`src/rtl/fp_adder_pipe_if.sv`:
```
// Operand/result handshake bundle for fp_adder_pipe.
// valid/ready: a transfer happens on a rising edge where valid and ready are both 1;
// a producer holds valid and data steady until that edge, and ready may depend on the consumer's valid.
interface fp_adder_pipe_if #(
  parameter int MANTISSA   = 11,
  parameter int EXPONENT   = 5,
  parameter int DATA_WIDTH = MANTISSA + EXPONENT
);
  logic                  in_valid;
  logic                  in_ready;
  logic [DATA_WIDTH-1:0] in_A;
  logic [DATA_WIDTH-1:0] in_B;
  logic                  out_valid;
  logic                  out_ready;
  logic [DATA_WIDTH-1:0] out_sum;
  logic                  out_ovf;
  logic                  out_unf;

  modport master (
    output in_valid, in_A, in_B, out_ready,
    input  in_ready, out_valid, out_sum, out_ovf, out_unf
  );

  modport slave (
    input  in_valid, in_A, in_B, out_ready,
    output in_ready, out_valid, out_sum, out_ovf, out_unf
  );
endinterface

```
`src/rtl/fp_adder_pipe.sv`:
```
// Three-stage {mantissa, exponent} adder: compare/align, add, normalise.
// The whole pipe advances together whenever the output register is free or being drained.
module fp_adder_pipe #(
  parameter int MANTISSA   = 11,
  parameter int EXPONENT   = 5,
  parameter int DATA_WIDTH = MANTISSA + EXPONENT
) (
  input  logic             clk,
  input  logic             rst,
  fp_adder_pipe_if.slave   io
);

  localparam int LZW = $clog2(MANTISSA + 1);

  logic adv;

  // Stage 1 combinational: pick the larger-exponent operand and align the other.
  logic [MANTISSA-1:0] ma, mb, m_big, m_small;
  logic [EXPONENT-1:0] ea, eb, e_big, e_small, d;
  logic                a_zero, b_zero, a_big;
  logic [MANTISSA-1:0] s1_big_d, s1_small_d;
  logic [EXPONENT-1:0] s1_emax_d;

  assign ma = io.in_A[DATA_WIDTH-1:EXPONENT];
  assign ea = io.in_A[EXPONENT-1:0];
  assign mb = io.in_B[DATA_WIDTH-1:EXPONENT];
  assign eb = io.in_B[EXPONENT-1:0];

  always_comb begin
    a_zero  = (ma == '0);
    b_zero  = (mb == '0);
    // A zero operand never wins the exponent compare, so its exponent cannot leak into e_max.
    a_big   = b_zero || (!a_zero && (ea >= eb));
    e_big   = a_big ? ea : eb;
    e_small = a_big ? eb : ea;
    m_big   = a_big ? ma : mb;
    m_small = a_big ? mb : ma;
    d       = e_big - e_small;
    s1_big_d   = m_big;
    s1_emax_d  = e_big;
    s1_small_d = (32'(d) >= 32'(MANTISSA)) ? '0 : (m_small >> d);
  end

  logic                s1_valid_q;
  logic [MANTISSA-1:0] s1_big_q, s1_small_q;
  logic [EXPONENT-1:0] s1_emax_q;

  logic [MANTISSA:0]   s2_sum_d;
  logic                s2_valid_q;
  logic [MANTISSA:0]   s2_sum_q;
  logic [EXPONENT-1:0] s2_emax_q;

  assign s2_sum_d = {1'b0, s1_big_q} + {1'b0, s1_small_q};

  // Stage 3 combinational: leading-zero count and renormalisation.
  logic [LZW-1:0]        lz;
  logic                  lz_found;
  logic [MANTISSA-1:0]   norm_m;
  logic [DATA_WIDTH-1:0] out_sum_d;
  logic                  out_ovf_d, out_unf_d;

  always_comb begin
    lz       = '0;
    lz_found = 1'b0;
    for (int i = MANTISSA - 1; i >= 0; i--) begin
      if (!lz_found) begin
        if (s2_sum_q[i]) lz_found = 1'b1;
        else             lz = lz + LZW'(1);
      end
    end
    norm_m    = s2_sum_q[MANTISSA-1:0] << lz;
    out_sum_d = '0;
    out_ovf_d = 1'b0;
    out_unf_d = 1'b0;
    if (s2_sum_q[MANTISSA]) begin
      if (s2_emax_q == '1) begin
        out_sum_d = '1;
        out_ovf_d = 1'b1;
      end else begin
        out_sum_d = {s2_sum_q[MANTISSA:1], s2_emax_q + EXPONENT'(1)};
      end
    end else if (s2_sum_q != '0) begin
      if (32'(lz) <= 32'(s2_emax_q)) out_sum_d = {norm_m, s2_emax_q - EXPONENT'(lz)};
      else                           out_unf_d = 1'b1;
    end
  end

  logic                  out_valid_q;
  logic [DATA_WIDTH-1:0] out_sum_q;
  logic                  out_ovf_q, out_unf_q;

  assign adv          = !out_valid_q || io.out_ready;
  assign io.in_ready  = adv;
  assign io.out_valid = out_valid_q;
  assign io.out_sum   = out_sum_q;
  assign io.out_ovf   = out_ovf_q;
  assign io.out_unf   = out_unf_q;

  always_ff @(posedge clk or posedge rst) begin
    if (rst) begin
      s1_valid_q  <= 1'b0;
      s1_big_q    <= '0;
      s1_small_q  <= '0;
      s1_emax_q   <= '0;
      s2_valid_q  <= 1'b0;
      s2_sum_q    <= '0;
      s2_emax_q   <= '0;
      out_valid_q <= 1'b0;
      out_sum_q   <= '0;
      out_ovf_q   <= 1'b0;
      out_unf_q   <= 1'b0;
    end else if (adv) begin
      s1_valid_q <= io.in_valid;
      if (io.in_valid) begin
        s1_big_q   <= s1_big_d;
        s1_small_q <= s1_small_d;
        s1_emax_q  <= s1_emax_d;
      end
      s2_valid_q <= s1_valid_q;
      if (s1_valid_q) begin
        s2_sum_q  <= s2_sum_d;
        s2_emax_q <= s1_emax_q;
      end
      out_valid_q <= s2_valid_q;
      if (s2_valid_q) begin
        out_sum_q <= out_sum_d;
        out_ovf_q <= out_ovf_d;
        out_unf_q <= out_unf_d;
      end
    end
  end

endmodule

```
`src/flat_wrapper.sv`:
```
// flat-port wrapper written by rule: the top's interface ports become plain ports
module fp_adder_pipe_flat 
#(
  parameter int MANTISSA   = 11,
  parameter int EXPONENT   = 5,
  parameter int DATA_WIDTH = MANTISSA + EXPONENT
)
  (clk, rst, io_in_valid, io_in_A, io_in_B, io_out_ready, io_in_ready, io_out_valid, io_out_sum, io_out_ovf, io_out_unf);
  fp_adder_pipe_if #(.MANTISSA(MANTISSA), .EXPONENT(EXPONENT), .DATA_WIDTH(DATA_WIDTH)) io_i ();
  input  logic clk;
  input  logic rst;
  input wire logic [$bits(io_i.in_valid)-1:0] io_in_valid;
  input wire logic [$bits(io_i.in_A)-1:0] io_in_A;
  input wire logic [$bits(io_i.in_B)-1:0] io_in_B;
  input wire logic [$bits(io_i.out_ready)-1:0] io_out_ready;
  output wire logic [$bits(io_i.in_ready)-1:0] io_in_ready;
  output wire logic [$bits(io_i.out_valid)-1:0] io_out_valid;
  output wire logic [$bits(io_i.out_sum)-1:0] io_out_sum;
  output wire logic [$bits(io_i.out_ovf)-1:0] io_out_ovf;
  output wire logic [$bits(io_i.out_unf)-1:0] io_out_unf;
  assign io_i.in_valid = io_in_valid;
  assign io_i.in_A = io_in_A;
  assign io_i.in_B = io_in_B;
  assign io_i.out_ready = io_out_ready;
  assign io_in_ready = io_i.in_ready;
  assign io_out_valid = io_i.out_valid;
  assign io_out_sum = io_i.out_sum;
  assign io_out_ovf = io_i.out_ovf;
  assign io_out_unf = io_i.out_unf;
  fp_adder_pipe #(.MANTISSA(MANTISSA), .EXPONENT(EXPONENT), .DATA_WIDTH(DATA_WIDTH)) u_core (.clk(clk), .rst(rst), .io(io_i));
endmodule
```
`config.mk`:
```
export PLATFORM = sky130hd
export DESIGN_NAME = fp_adder_pipe_flat
export DESIGN_NICKNAME = d
export VERILOG_FILES = /design/src/rtl/fp_adder_pipe_if.sv /design/src/rtl/fp_adder_pipe.sv /design/src/flat_wrapper.sv
export SDC_FILE = /design/constraint.sdc
export NUM_CORES = 1
export LEC_CHECK = 0
export BUFFER_PORTS_ARGS = -buffer_cell sky130_fd_sc_hd__buf_2
export CELL_PAD_IN_SITES_DETAIL_PLACEMENT = 2
export CELL_PAD_IN_SITES_GLOBAL_PLACEMENT = 2
export CORE_MARGIN = 2
export CORE_UTILIZATION = 37
export CTS_BUF_LIST = sky130_fd_sc_hd__clkbuf_8
export DETAILED_ROUTE_END_ITERATION = 8
export HOLD_SLACK_MARGIN = 0.06
export PLACE_DENSITY_LB_ADDON = 0.1
export SLEW_MARGIN = 10
export SYNTH_ARGS = -nofsm -noshare
export SYNTH_HDL_FRONTEND = slang
export SYNTH_SLANG_ARGS = --single-unit
```
`constraint.sdc`:
```
create_clock -name clk -period 10.9 [get_ports clk]
set_input_delay 1.635 -clock clk [delete_from_list [all_inputs] [get_ports clk]]
set_output_delay 1.635 -clock clk [all_outputs]
set_load 0.1 [all_outputs]
```
==> results by group, run 1 <==
Synth
  • Async SR Flop Fraction: 100%
  • Synth Area in Adders: just under 8%
  • Synth unique cells: 76
  • Number of synthesized register bits: 65
  • Avg Synthesized Cell Area: 8.37 um^2
  • Post-synthesis simple-gate area fraction: between 20% and 30%
  • XOR/XNOR share of the synthesized area: 2.99%
  • Largest family of logic cells by synthesized area: compound AO/OA/AOI/OAI gates
  • Synth warnings: 0
  • Area fraction in compound gates after synthesis: 22.6%
  • Seq/Total Area, Yosys: between 20 and 30%
  • Cell count after synthesis: 661
  • Mux cell area share after synthesis: a little over a tenth
  • Synth Cell Area: roughly 5500 um^2
  • Top_reg_cell synth: dfrtp_1
  • Post-Synthesis Net Count: 730
  • Post-synth EDFFs: 0

Finish
  • Nets: between 700 and 800
  • Antenna diodes: 0
  • Share of cells above drive strength 1: between 15 and 20%
  • Area delta synth->final: 11.5%

Clocking
  • H-tree Lvls: 3
  • Root buffer selected by CTS: clkbuf_8
  • # resized after CTS: 0
  • Num CTS Buffers: 9
  • Clk sinks: 65
  • Post-CTS Hold Buffers: 0
  • Clock transition at path regs: about 0.07 ns
  • Maximum clock path buffer count: 2
  • Worst skew pair latency: 0.36 ns
  • CTS tree: yes
  • # Post-CTS Setup Buffers: 0

Floorplanning
  • Num ports: 56
  • Die area: roughly 16,000 um^2
  • Chip Height: ~130 um
  • Core area: 14,600 um^2
  • Die width: roughly 130 um
  • # rows: 44
  • Starting Density: 37.9%

Power
  • Switching Share: a little over half
  • Logic pwr share: about two thirds
  • P_leak: slightly below 0.003 uW
  • Sequential group share of total power: a little over a fifth
  • Cell-internal power: 914 uW
  • Power per cell area: around 330 nW/um^2
  • Clock Power Share: between 10% and 20%
  • Net switching power: around 1100 uW
  • Worst-case vdd ir drop: about 110 uV

Setup path
  • Biggest cell delay along the critical path: ~0.52 ns
  • Worst EP required: between 10 and 15 ns
  • CP most frequent cell: ha_1
  • Worst R2R Setup Slack: 2.22 ns
  • Crit path max-delay cell type: dfrtp_1
  • Startpoint Class: register
  • Worst EP arrival: approximately 9 ns
  • Crit path kind: reg2reg
  • Critical Path Sink Type: register
  • Highest net fanout along the worst path: 11
  • Crit path buf inv count: 1
  • Critical path's top delay family: adder cells

Route
  • Routed wire length per instance: ~20 um
  • Detail Route Antenna Nets: 0
  • WL final: ~18,000 um
  • Initial DRT Pass Iterations: 4
  • DR vias/cell: 5.81
  • Routed via count: 5,175
  • Residual DRC count: 0
  • Iter 0 DRT Violations: 165

GRT
  • First-pass GRT wire length: between 30,000 and 40,000 um
  • GRT overflow: 0
  • Vias in the first global route: between 5k and 6k
  • Largest net degree at the start of global routing: 66
  • GRT Overall Usage: between 20% and 30%
  • Initial antenna violation count: 1

Placement
  • Dpl ws: 2.22 ns
  • GP Congestion: approximately 0.89
  • Hpwl dp: 14,400 um
  • Port Buffers: 55

Timing
  • Final setup margin: about 2.2 ns
  • Post-layout min period: roughly 8.7 ns
  • Setup TNS after final layout: 0 ns
  • FMAX: roughly 120 MHz
  • Final hold vios: 0
  • Setup violators final: 0
  • Relative slew margins: 29.1%
  • RSZ-0062 raised after global routing: no
  • Pins over their slew limit: 0
  • Fin Clk Skew: approximately 0.012 ns
  • Slew of the pin with the lowest slew margin: 1.06 ns
  • Crit share post-route: about four fifths

Status
  • Status: finished clean

Worst hold path
  • Hold crit path type: reg2reg

Flow run
  • Max cap viols: 0
==> worst paths after layout <==
path,startpoint,to,cells past startpoint
max in group asynchronous,rst,u_core.s1_small_q[5]$_DFFE_PP0P_,3
min in group asynchronous,rst,u_core.s1_emax_q[4]$_DFFE_PP0P_,3
setup reg to reg,u_core.s2_sum_q[10]$_DFFE_PP0P_,u_core.io.out_sum[6]$_DFFE_PP0P_,38
setup / recovery,u_core.s2_sum_q[10]$_DFFE_PP0P_,u_core.io.out_sum[6]$_DFFE_PP0P_,38
hold reg to reg,u_core.s1_emax_q[2]$_DFFE_PP0P_,u_core.s1_emax_q[2]$_DFFE_PP0P_,1
hold / removal,u_core.s1_emax_q[2]$_DFFE_PP0P_,u_core.s1_emax_q[2]$_DFFE_PP0P_,1
==> through the flow <==
stage / cells / util, % / area (um^2) / hold slack, ns / total power (uW)
2_1_floorplan: 661 / - / 5530 / 0.445 / 1440
3_3_place_gp: 875 / 40.8 / 5960 / 0.458 / 1710
3_5_place_dp: 875 / 40.8 / 5960 / 0.469 / 1790
4_1_cts: 891 / 42.3 / 6170 / 0.486 / 2020
5_1_grt: 891 / 42.3 / 6170 / 0.516 / 2180
6_report: 891 / 42.3 / 6170 / 0.475 / 2010
==> area by class of cell <==
type                    instances  area (um^2)
fillers                      1668         8420
multi-input cells             527         3630
flip-flops and latches         65         1630
repair buffers                 64          343
well taps                     184          230
clock buffers                  11          151
inverters                      35          131
clock inverters                 5         55.1
==> power by group through the flow <==
stage                     clock network [uW]  registers (uW)  logic [uW]
after CTS                                221             436        1370
after global placement                     0             430        1280
after detailed placement                   0             440        1350
after global routing                     230             450        1510
after floorplan                            0             546         894
final                                    214             436        1360
==> metal layers <==
layer,routed length (um),global-route usage (%),vias up
met1,7960,28.1,2573
met5,13,0,-
met2,9630,44.8,72
met4,384,6.33,2
li1,-,-,2499
met3,342,3.10,29
==> synth_stat cells (13+ instances only) <==
| cell type | n | area [um^2] |
|---|---|---|
| nand2_1 | 89 | 334 |
| a21oi_1 | 34 | 170 |
| nor2_1 | 36 | 135 |
| mux2i_1 | 45 | 450 |
| dfrtp_1 | 65 | 1630 |
| and3_1 | 13 | 81.3 |
| inv_1 | 33 | 124 |
| nor3_1 | 18 | 90.1 |
| o21ai_0 | 62 | 310 |
| clkbuf_1 | 25 | 93.8 |
| nand3_1 | 13 | 65.1 |
| ha_1 | 31 | 388 |
==> layout by cell type (no fill, tap or decap), types with 4 or more instances in the layout <==
cell,synthesis,final
a211oi_1,5,5
a21o_1,10,10
a21oi_1,34,34
a22o_1,6,6
a22oi_1,4,4
a31oi_1,7,7
and2_1,5,5
and3_1,13,13
buf_2,8,55
buf_4,0,9
clkbuf_8,0,11
dfrtp_1,65,65
ha_1,31,31
inv_1,33,33
mux2_2,10,10
mux2i_1,45,45
nand2_1,89,89
nand2b_1,10,10
nand3_1,13,13
nor2_1,36,36
nor2b_1,10,10
nor3_1,18,18
nor4_1,6,6
o2111ai_1,4,4
o21ai_0,62,62
o221ai_1,8,8
o31a_1,5,5
o31ai_1,4,4
or3_1,8,8
xnor2_1,10,10
xor2_1,7,7
==> cells by family (layout without fill, tap and decap cells) <==
logic type	after synthesis	after routing
xor+xnor	18	18
simple gates	232	232
compound gates	187	187
mux	57	57
flops	65	65
buf+inv	69	115
fa+ha+maj	33	33
==> flip-flops by register name, summed over array words and instances, names as in the netlist <==
register,cells
u_core.io.out_sum,16
u_core.s1_small_q,11
u_core.s1_valid_q,1
u_core.s1_emax_q,5
u_core.s1_big_q,11
u_core.s2_emax_q,5
u_core.s2_sum_q,12
u_core.io.out_ovf,1
u_core.s2_valid_q,1
u_core.io.out_unf,1
u_core.io.out_valid,1
(Power assumes the default switching activity.)
==> inputs of run 2 (changes only) <==
==> constraint.sdc (replaced) <==
create_clock -name clk -period 8.3 [get_ports clk]
set_input_delay 1.245 -clock clk [delete_from_list [all_inputs] [get_ports clk]]
set_output_delay 1.245 -clock clk [all_outputs]
set_load 0.1 [all_outputs]
==> run 2 against run 1 <==
Combinational power grew 33%. Non-clock buffer count grew 3. Clock skew grew 0.0038 ns. First-iteration DRC count grew 38%. Largest power group unchanged. Critical path depth is the same. Sequential cell count is the same. Count of clock-buffer cells in the layout is the same.
==> results by group, run 2 (synthesized netlist as in run 1, its figures left out) <==
Setup path
  • Crit path buf inv count: 0 (-1)
  • Worst Setup EP: u_core.io.out_sum[7]$_DFFE_PP0P_
  • Worst setup startpoint: u_core.s2_sum_q[9]$_DFFE_PP0P_
  • Critical Path Sink Type: register
  • Worst R2R Setup Slack: 0.59 ns (-1.62 ns)
  • CP most frequent cell: ha_1
  • Critical path's top delay family: adder cells
  • Crit path kind: reg2reg
  • Worst R2R Path Depth: 38 (unchanged)
  • R2r endpoint: u_core.io.out_sum[7]$_DFFE_PP0P_
  • Worst EP required: 8.56 ns (-2.61 ns)
  • Biggest cell delay along the critical path: 0.49 ns (-0.03 ns)
  • Crit path max-delay cell type: dfrtp_2
  • Startpoint Class: register
  • Crit path depth: 38 (unchanged)
  • Worst EP arrival: 7.97 ns (-0.98 ns)
  • Reg2reg start: u_core.s2_sum_q[9]$_DFFE_PP0P_
  • Highest net fanout along the worst path: 11 (unchanged)

Timing
  • Slew of the pin with the lowest slew margin: 1.12 ns (+0.0659 ns)
  • RSZ-0062 raised after global routing: no
  • Crit share post-route: 92.8% (+13 points)
  • Final setup margin: 0.594 ns (-1.62 ns)
  • Final hold vios: 0 (unchanged)
  • Pins over their slew limit: 0 (unchanged)
  • Setup TNS after final layout: 0 ns (unchanged)
  • Relative slew margins: 24.7% (-4.4 points)
  • Setup violators final: 0 (unchanged)
  • FMAX: 130 MHz (+13%)
  • Fin Clk Skew: 0.0162 ns (+0.00378 ns)
  • Post-layout min period: 7.71 ns (-0.976 ns)

Finish
  • Most common cell after layout, fill and taps aside: nand2_1
  • Share of cells above drive strength 1: 16.6% (+0.80 points)
  • Layout Utilization: 42.5% (+0.22 points)
  • Max reg flops: 16 (unchanged)
  • Nets: 774 (+0.39%)
  • Area delta synth->final: 12.1%
  • Commonest non-fill, non-tap cells in the layout: nand2_1, dfrtp_1, o21ai_0
  • Antenna diodes: 0 (unchanged)

Clocking
  • Num CTS Buffers: 9 (unchanged)
  • # Post-CTS Setup Buffers: 0 (unchanged)
  • Clk sinks: 65 (unchanged)
  • # resized after CTS: 1 (+1)
  • Clock transition at path regs: 0.08 ns (about the same)
  • H-tree Lvls: 3 (unchanged)
  • Worst skew pair latency: 0.36 ns (about the same)
  • CTS tree: yes
  • Root buffer selected by CTS: clkbuf_8
  • Post-CTS Hold Buffers: 0 (unchanged)
  • Maximum clock path buffer count: 2 (unchanged)

GRT
  • Global route hottest layer: met2
  • Met2 usage: 43.8% (-0.95 points)
  • GRT overflow: 0 (unchanged)
  • Largest net degree at the start of global routing: 66 (unchanged)
  • Initial antenna violation count: 0 (-1)
  • Met1 usage: 29.0% (+0.87 points)
  • GRT Overall Usage: 24.0% (+0.33 points)
  • Met3 Track Usage GR: 3.40% (+0.30 points)
  • First-pass GRT wire length: 30,900 um (+2.1%)
  • Vias in the first global route: 5,802 (+1.5%)

Floorplanning
  • # rows: 44 (unchanged)
  • Core area: 14,600 um^2 (unchanged)
  • Chip Height: 126 um (unchanged)
  • Die area: 15,900 um^2 (unchanged)
  • Die width: 126 um (unchanged)
  • Starting Density: 37.9% (unchanged)
  • Num ports: 56 (unchanged)

Power
  • P_leak: 0.00292 uW (+0.49%)
  • Power, Total: 2650 uW (+32%)
  • Power per cell area: 427 nW/um^2 (+31%)
  • Worst-case vdd ir drop: 149 uV (+33%)

Placement
  • Dpl ws: 0.0399 ns (-2.18 ns)
  • GP Congestion: 0.904 (+2.1%)
  • Port Buffers: 55 (unchanged)
  • Hpwl dp: 14,500 um (+1.0%)

Route
  • Residual DRC count: 0 (unchanged)
  • DR vias/cell: 5.89 (+1.4%)
  • WL final: 18,400 um (+0.35%)
  • Iter 0 DRT Violations: 227 (+38%)
  • Detail Route Antenna Nets: 0 (unchanged)
  • Routed wire length per instance: 20.6 um (+0.12%)
  • Initial DRT Pass Iterations: 4 (unchanged)
  • Routed via count: 5,261 (+1.7%)

Worst hold path
  • Hold crit path type: reg2reg

Status
  • Status: finished clean

Flow run
  • Max cap viols: 0 (unchanged)
## run 2: layer usage
metal | share of wire [%] | wire length [um]
met1 | 43 | 7950
met2 | 52 | 9590
met4 | 2.2 | 407
met3 | 2.5 | 452
met5 | 0 | 0
## run 2: worst min path at each step
stage | startpoint | to | slack, ns | cells after the start
after floorplan | u_core.s1_emax_q[2]$_DFFE_PP0P_ | u_core.s1_emax_q[2]$_DFFE_PP0P_ | 0.45 | 1
after global placement | u_core.io.out_ovf$_DFFE_PP0P_ | u_core.io.out_ovf$_DFFE_PP0P_ | 0.46 | 2
after detailed placement | u_core.io.out_sum[3]$_DFFE_PP0P_ | u_core.io.out_sum[3]$_DFFE_PP0P_ | 0.48 | 2
after CTS | u_core.io.out_sum[3]$_DFFE_PP0P_ | u_core.io.out_sum[3]$_DFFE_PP0P_ | 0.50 | 2
after global routing | u_core.s1_emax_q[4]$_DFFE_PP0P_ | u_core.s1_emax_q[4]$_DFFE_PP0P_ | 0.53 | 2
final | u_core.io.out_sum[3]$_DFFE_PP0P_ | u_core.io.out_sum[3]$_DFFE_PP0P_ | 0.49 | 2
## run 2: final cells by class
class                      instances  area [um^2]
fill                            1677         8390
clock buffer                      11          151
clock inverter                     4         43.8
timing repair buffer              67          365
sequential                        65         1630
tap                              184          230
multi-input combinational        527         3650
inverter                          35          131
## run 2: per-stage QoR
stage               std cells  area (um^2)  hold slack [ns]
global route              893         6200            0.529
finish                    893         6200            0.488
detailed placement        878         5980            0.477
floorplan                 661         5530            0.445
CTS                       893         6180            0.495
global placement          878         5980            0.458
## run 2: report_power, final
group	switching (uW)	internal (uW)
clock	124	151
combinational	1170	638
sequential	144	424
## run 2: worst register-to-register path, delay by kind of cell, from the launching register on
| kind | cells | cell delay, ns |
|---|---|---|
| flip-flops | 1 | 0.49 |
| AO/OA/AOI/OAI | 8 | 1.33 |
| AND/OR/NAND/NOR | 14 | 1.85 |
| adder cells (fa/ha/maj) | 10 | 3.03 |
| XOR/XNOR | 3 | 0.45 |
| multiplexers | 3 | 0.48 |
==> inputs of run 3 (changes only) <==
--- a/config.mk
+++ b/config.mk
@@ -13,8 +13,9 @@
 export CTS_BUF_LIST = sky130_fd_sc_hd__clkbuf_8
 export DETAILED_ROUTE_END_ITERATION = 8
 export HOLD_SLACK_MARGIN = 0.06
-export PLACE_DENSITY_LB_ADDON = 0.1
+export PLACE_DENSITY = 0.86
 export SLEW_MARGIN = 10
 export SYNTH_ARGS = -nofsm -noshare
 export SYNTH_HDL_FRONTEND = slang
 export SYNTH_SLANG_ARGS = --single-unit
+export TNS_END_PERCENT = 5
==> run 3 against run 2 <==
Worst setup slack got worse by 0.42 ns. Non-clock buffer count grew 3. Count of clock-buffer cells in the layout decreased by 2. Largest cell class unchanged. Critical path depth stayed put. Die area unchanged. Sequential cell count is the same. Maximum frequency is 5.1% lower.
==> results by group, run 3 (synthesized netlist as in run 1, its figures left out) <==
Finish
  • Final Cell Area: 6210 um^2 (+0.16%)
  • Area delta synth->final: 12.2%
  • Antenna diodes: 0 (unchanged)
  • Max reg flops: 16 (unchanged)
  • Nets: 777 (+0.39%)
  • Commonest non-fill, non-tap cells in the layout: nand2_1, dfrtp_1, o21ai_0
  • Share of cells above drive strength 1: 17.7% (+1.0 points)
  • Most common cell after layout, fill and taps aside: nand2_1
  • Final cell count without fillers: 897 (+0.45%)
  • Fill cells: 1,624 (-3.2%)

Setup path
  • Worst EP arrival: 8.38 ns (+0.41 ns)
  • CP most frequent cell: ha_1
  • Crit path depth: 38 (unchanged)
  • Worst EP required: 8.56 ns (about the same)
  • Crit path max-delay cell type: dfrtp_2
  • Biggest cell delay along the critical path: 0.49 ns (about the same)
  • Critical Path Sink Type: register
  • Critical path's top delay family: adder cells
  • Highest net fanout along the worst path: 11 (unchanged)
  • Worst R2R Path Depth: 38 (unchanged)
  • Startpoint Class: register
  • Crit path kind: reg2reg
  • Crit path buf inv count: 2 (+2)

Placement
  • Inst Count DP: 878 (unchanged)
  • Port Buffers: 55 (unchanged)
  • Area after DPL: 5980 um^2 (unchanged)
  • Hpwl dp: 14,200 um (-2.3%)
  • GP Congestion: 0.897 (-0.74%)

Clocking
  • Clock transition at path regs: 0.08 ns (about the same)
  • Root buffer selected by CTS: clkbuf_8
  • Post-CTS Hold Buffers: 0 (unchanged)
  • Num CTS Buffers: 9 (unchanged)
  • Clk sinks: 65 (unchanged)
  • H-tree Lvls: 3 (unchanged)
  • Maximum clock path buffer count: 2 (unchanged)
  • CTS tree: yes
  • Worst skew pair latency: 0.37 ns (about the same)

Timing
  • Relative slew margins: 33.3% (+8.6 points)
  • Crit share post-route: 97.9% (+5.0 points)
  • Slew of the pin with the lowest slew margin: 0.995 ns (-0.129 ns)
  • Fin Clk Skew: 0.0141 ns (-0.00208 ns)
  • Setup TNS after final layout: 0 ns (unchanged)
  • Post-layout min period: 8.12 ns (+0.416 ns)
  • Hold_ws: 0.488 ns (+0.000479 ns)
  • Pins over their slew limit: 0 (unchanged)
  • Final hold vios: 0 (unchanged)
  • FMAX: 123 MHz (-5.1%)
  • Setup violators final: 0 (unchanged)

GRT
  • Largest net degree at the start of global routing: 66 (unchanged)
  • Vias in the first global route: 5,889 (+1.5%)
  • GRT overflow: 0 (unchanged)
  • First-pass GRT wire length: 31,400 um (+1.5%)
  • GRT Overall Usage: 24.3% (+0.28 points)
  • Initial antenna violation count: 0 (unchanged)

Power
  • Worst-case vdd ir drop: 151 uV (+1.3%)
  • Power per cell area: 446 nW/um^2 (+4.3%)
  • P_leak: 0.00291 uW (-0.17%)

Route
  • Residual DRC count: 0 (unchanged)
  • WL final: 19,800 um (+7.8%)
  • Initial DRT Pass Iterations: 5 (+1)
  • Detail Route Antenna Nets: 0 (unchanged)
  • Routed wire length per instance: 22.1 um (+7.3%)
  • DR vias/cell: 5.97 (+1.4%)
  • Routed via count: 5,359 (+1.9%)
  • Iter 0 DRT Violations: 281 (+24%)

Floorplanning
  • # rows: 44 (unchanged)
  • Die width: 126 um (unchanged)
  • Starting Density: 37.9% (unchanged)
  • Core area: 14,600 um^2 (unchanged)
  • Die area: 15,900 um^2 (unchanged)
  • Chip Height: 126 um (unchanged)
  • Num ports: 56 (unchanged)

Worst hold path
  • Hold crit path type: reg2reg
  • Hold Path Stages: 2 (unchanged)

Status
  • Status: finished clean

Flow run
  • Max cap viols: 0 (unchanged)
## run 3: cell count changes in the layout (fill, tap and decap cells not counted), moves of 2 or more
cell	delta
buf_4	+3
clkinvlp_4	+2
clkinv_4	+2
clkbuf_8	-2
## run 3: final cells by class
cell class | instances | area [um^2] | share of cell area, %
Timing Repair Buffer | 70 | 388 | 6.25
Clock inverter | 7 | 47.5 | 0.766
Multi-Input combinational cell | 527 | 3660 | 58.9
Sequential cell | 65 | 1630 | 26.2
Inverter | 35 | 131 | 2.12
Clock buffer | 9 | 124 | 2.00
Tap cell | 184 | 230 | 3.71
## run 3: power by group
| group | switching, uW | internal [uW] |
|---|---|---|
| Combinational | 1280 | 667 |
| Sequential | 153 | 424 |
| Clock | 141 | 107 |
## run 3: path summary, 6_finish.rpt
check,start,to,slack [ns]
min in group asynchronous,rst,u_core.s1_emax_q[4]$_DFFE_PP0P_,1.11
max in group asynchronous,rst,u_core.s2_sum_q[9]$_DFFE_PP0P_,6.56
worst max-delay path,u_core.s2_sum_q[9]$_DFFE_PP0P_,u_core.io.out_sum[4]$_DFFE_PP0P_,0.18
worst min-delay path,u_core.io.out_sum[3]$_DFFE_PP0P_,u_core.io.out_sum[3]$_DFFE_PP0P_,0.49
worst max register to register,u_core.s2_sum_q[9]$_DFFE_PP0P_,u_core.io.out_sum[4]$_DFFE_PP0P_,0.18
worst min register to register,u_core.io.out_sum[3]$_DFFE_PP0P_,u_core.io.out_sum[3]$_DFFE_PP0P_,0.49
## run 3: routing by layer
layer  part of all wire (%)  vias to the layer above  track usage [%]
met1                     42                     2703             29.1
met3                    3.0                       35             3.74
li1                       -                     2508                -
met2                     52                      113             44.1
met5                      0                        -                0
met4                    2.3                        0             8.79
## run 3: repair_timing
action,CTS,global route
endpoints found under the setup margin,9,16
buffers inserted,0,3
resized for setup,1,9
endpoints found under the hold margin,0,0
pin swaps,0,3
## run 3: worst reg2reg max path, delay by kind of cell (launching register included)
kind / cells / cell delay [ns]
flops: 1 / 0.49
buf+inv: 2 / 0.37
fa+ha+maj: 10 / 2.99
simple gates: 12 / 1.50
mux: 4 / 0.87
compound gates: 10 / 1.80
## run 3: through the flow
step	total power (uW)	worst slack (ns)	util, %
detailed placement	2370	-0.0678	41.0
floorplan	1890	0.653	-
global placement	2240	0.600	41.0
finish	2770	0.177	42.6
CTS	2660	0.0925	42.2
global route	2960	-0.345	42.6
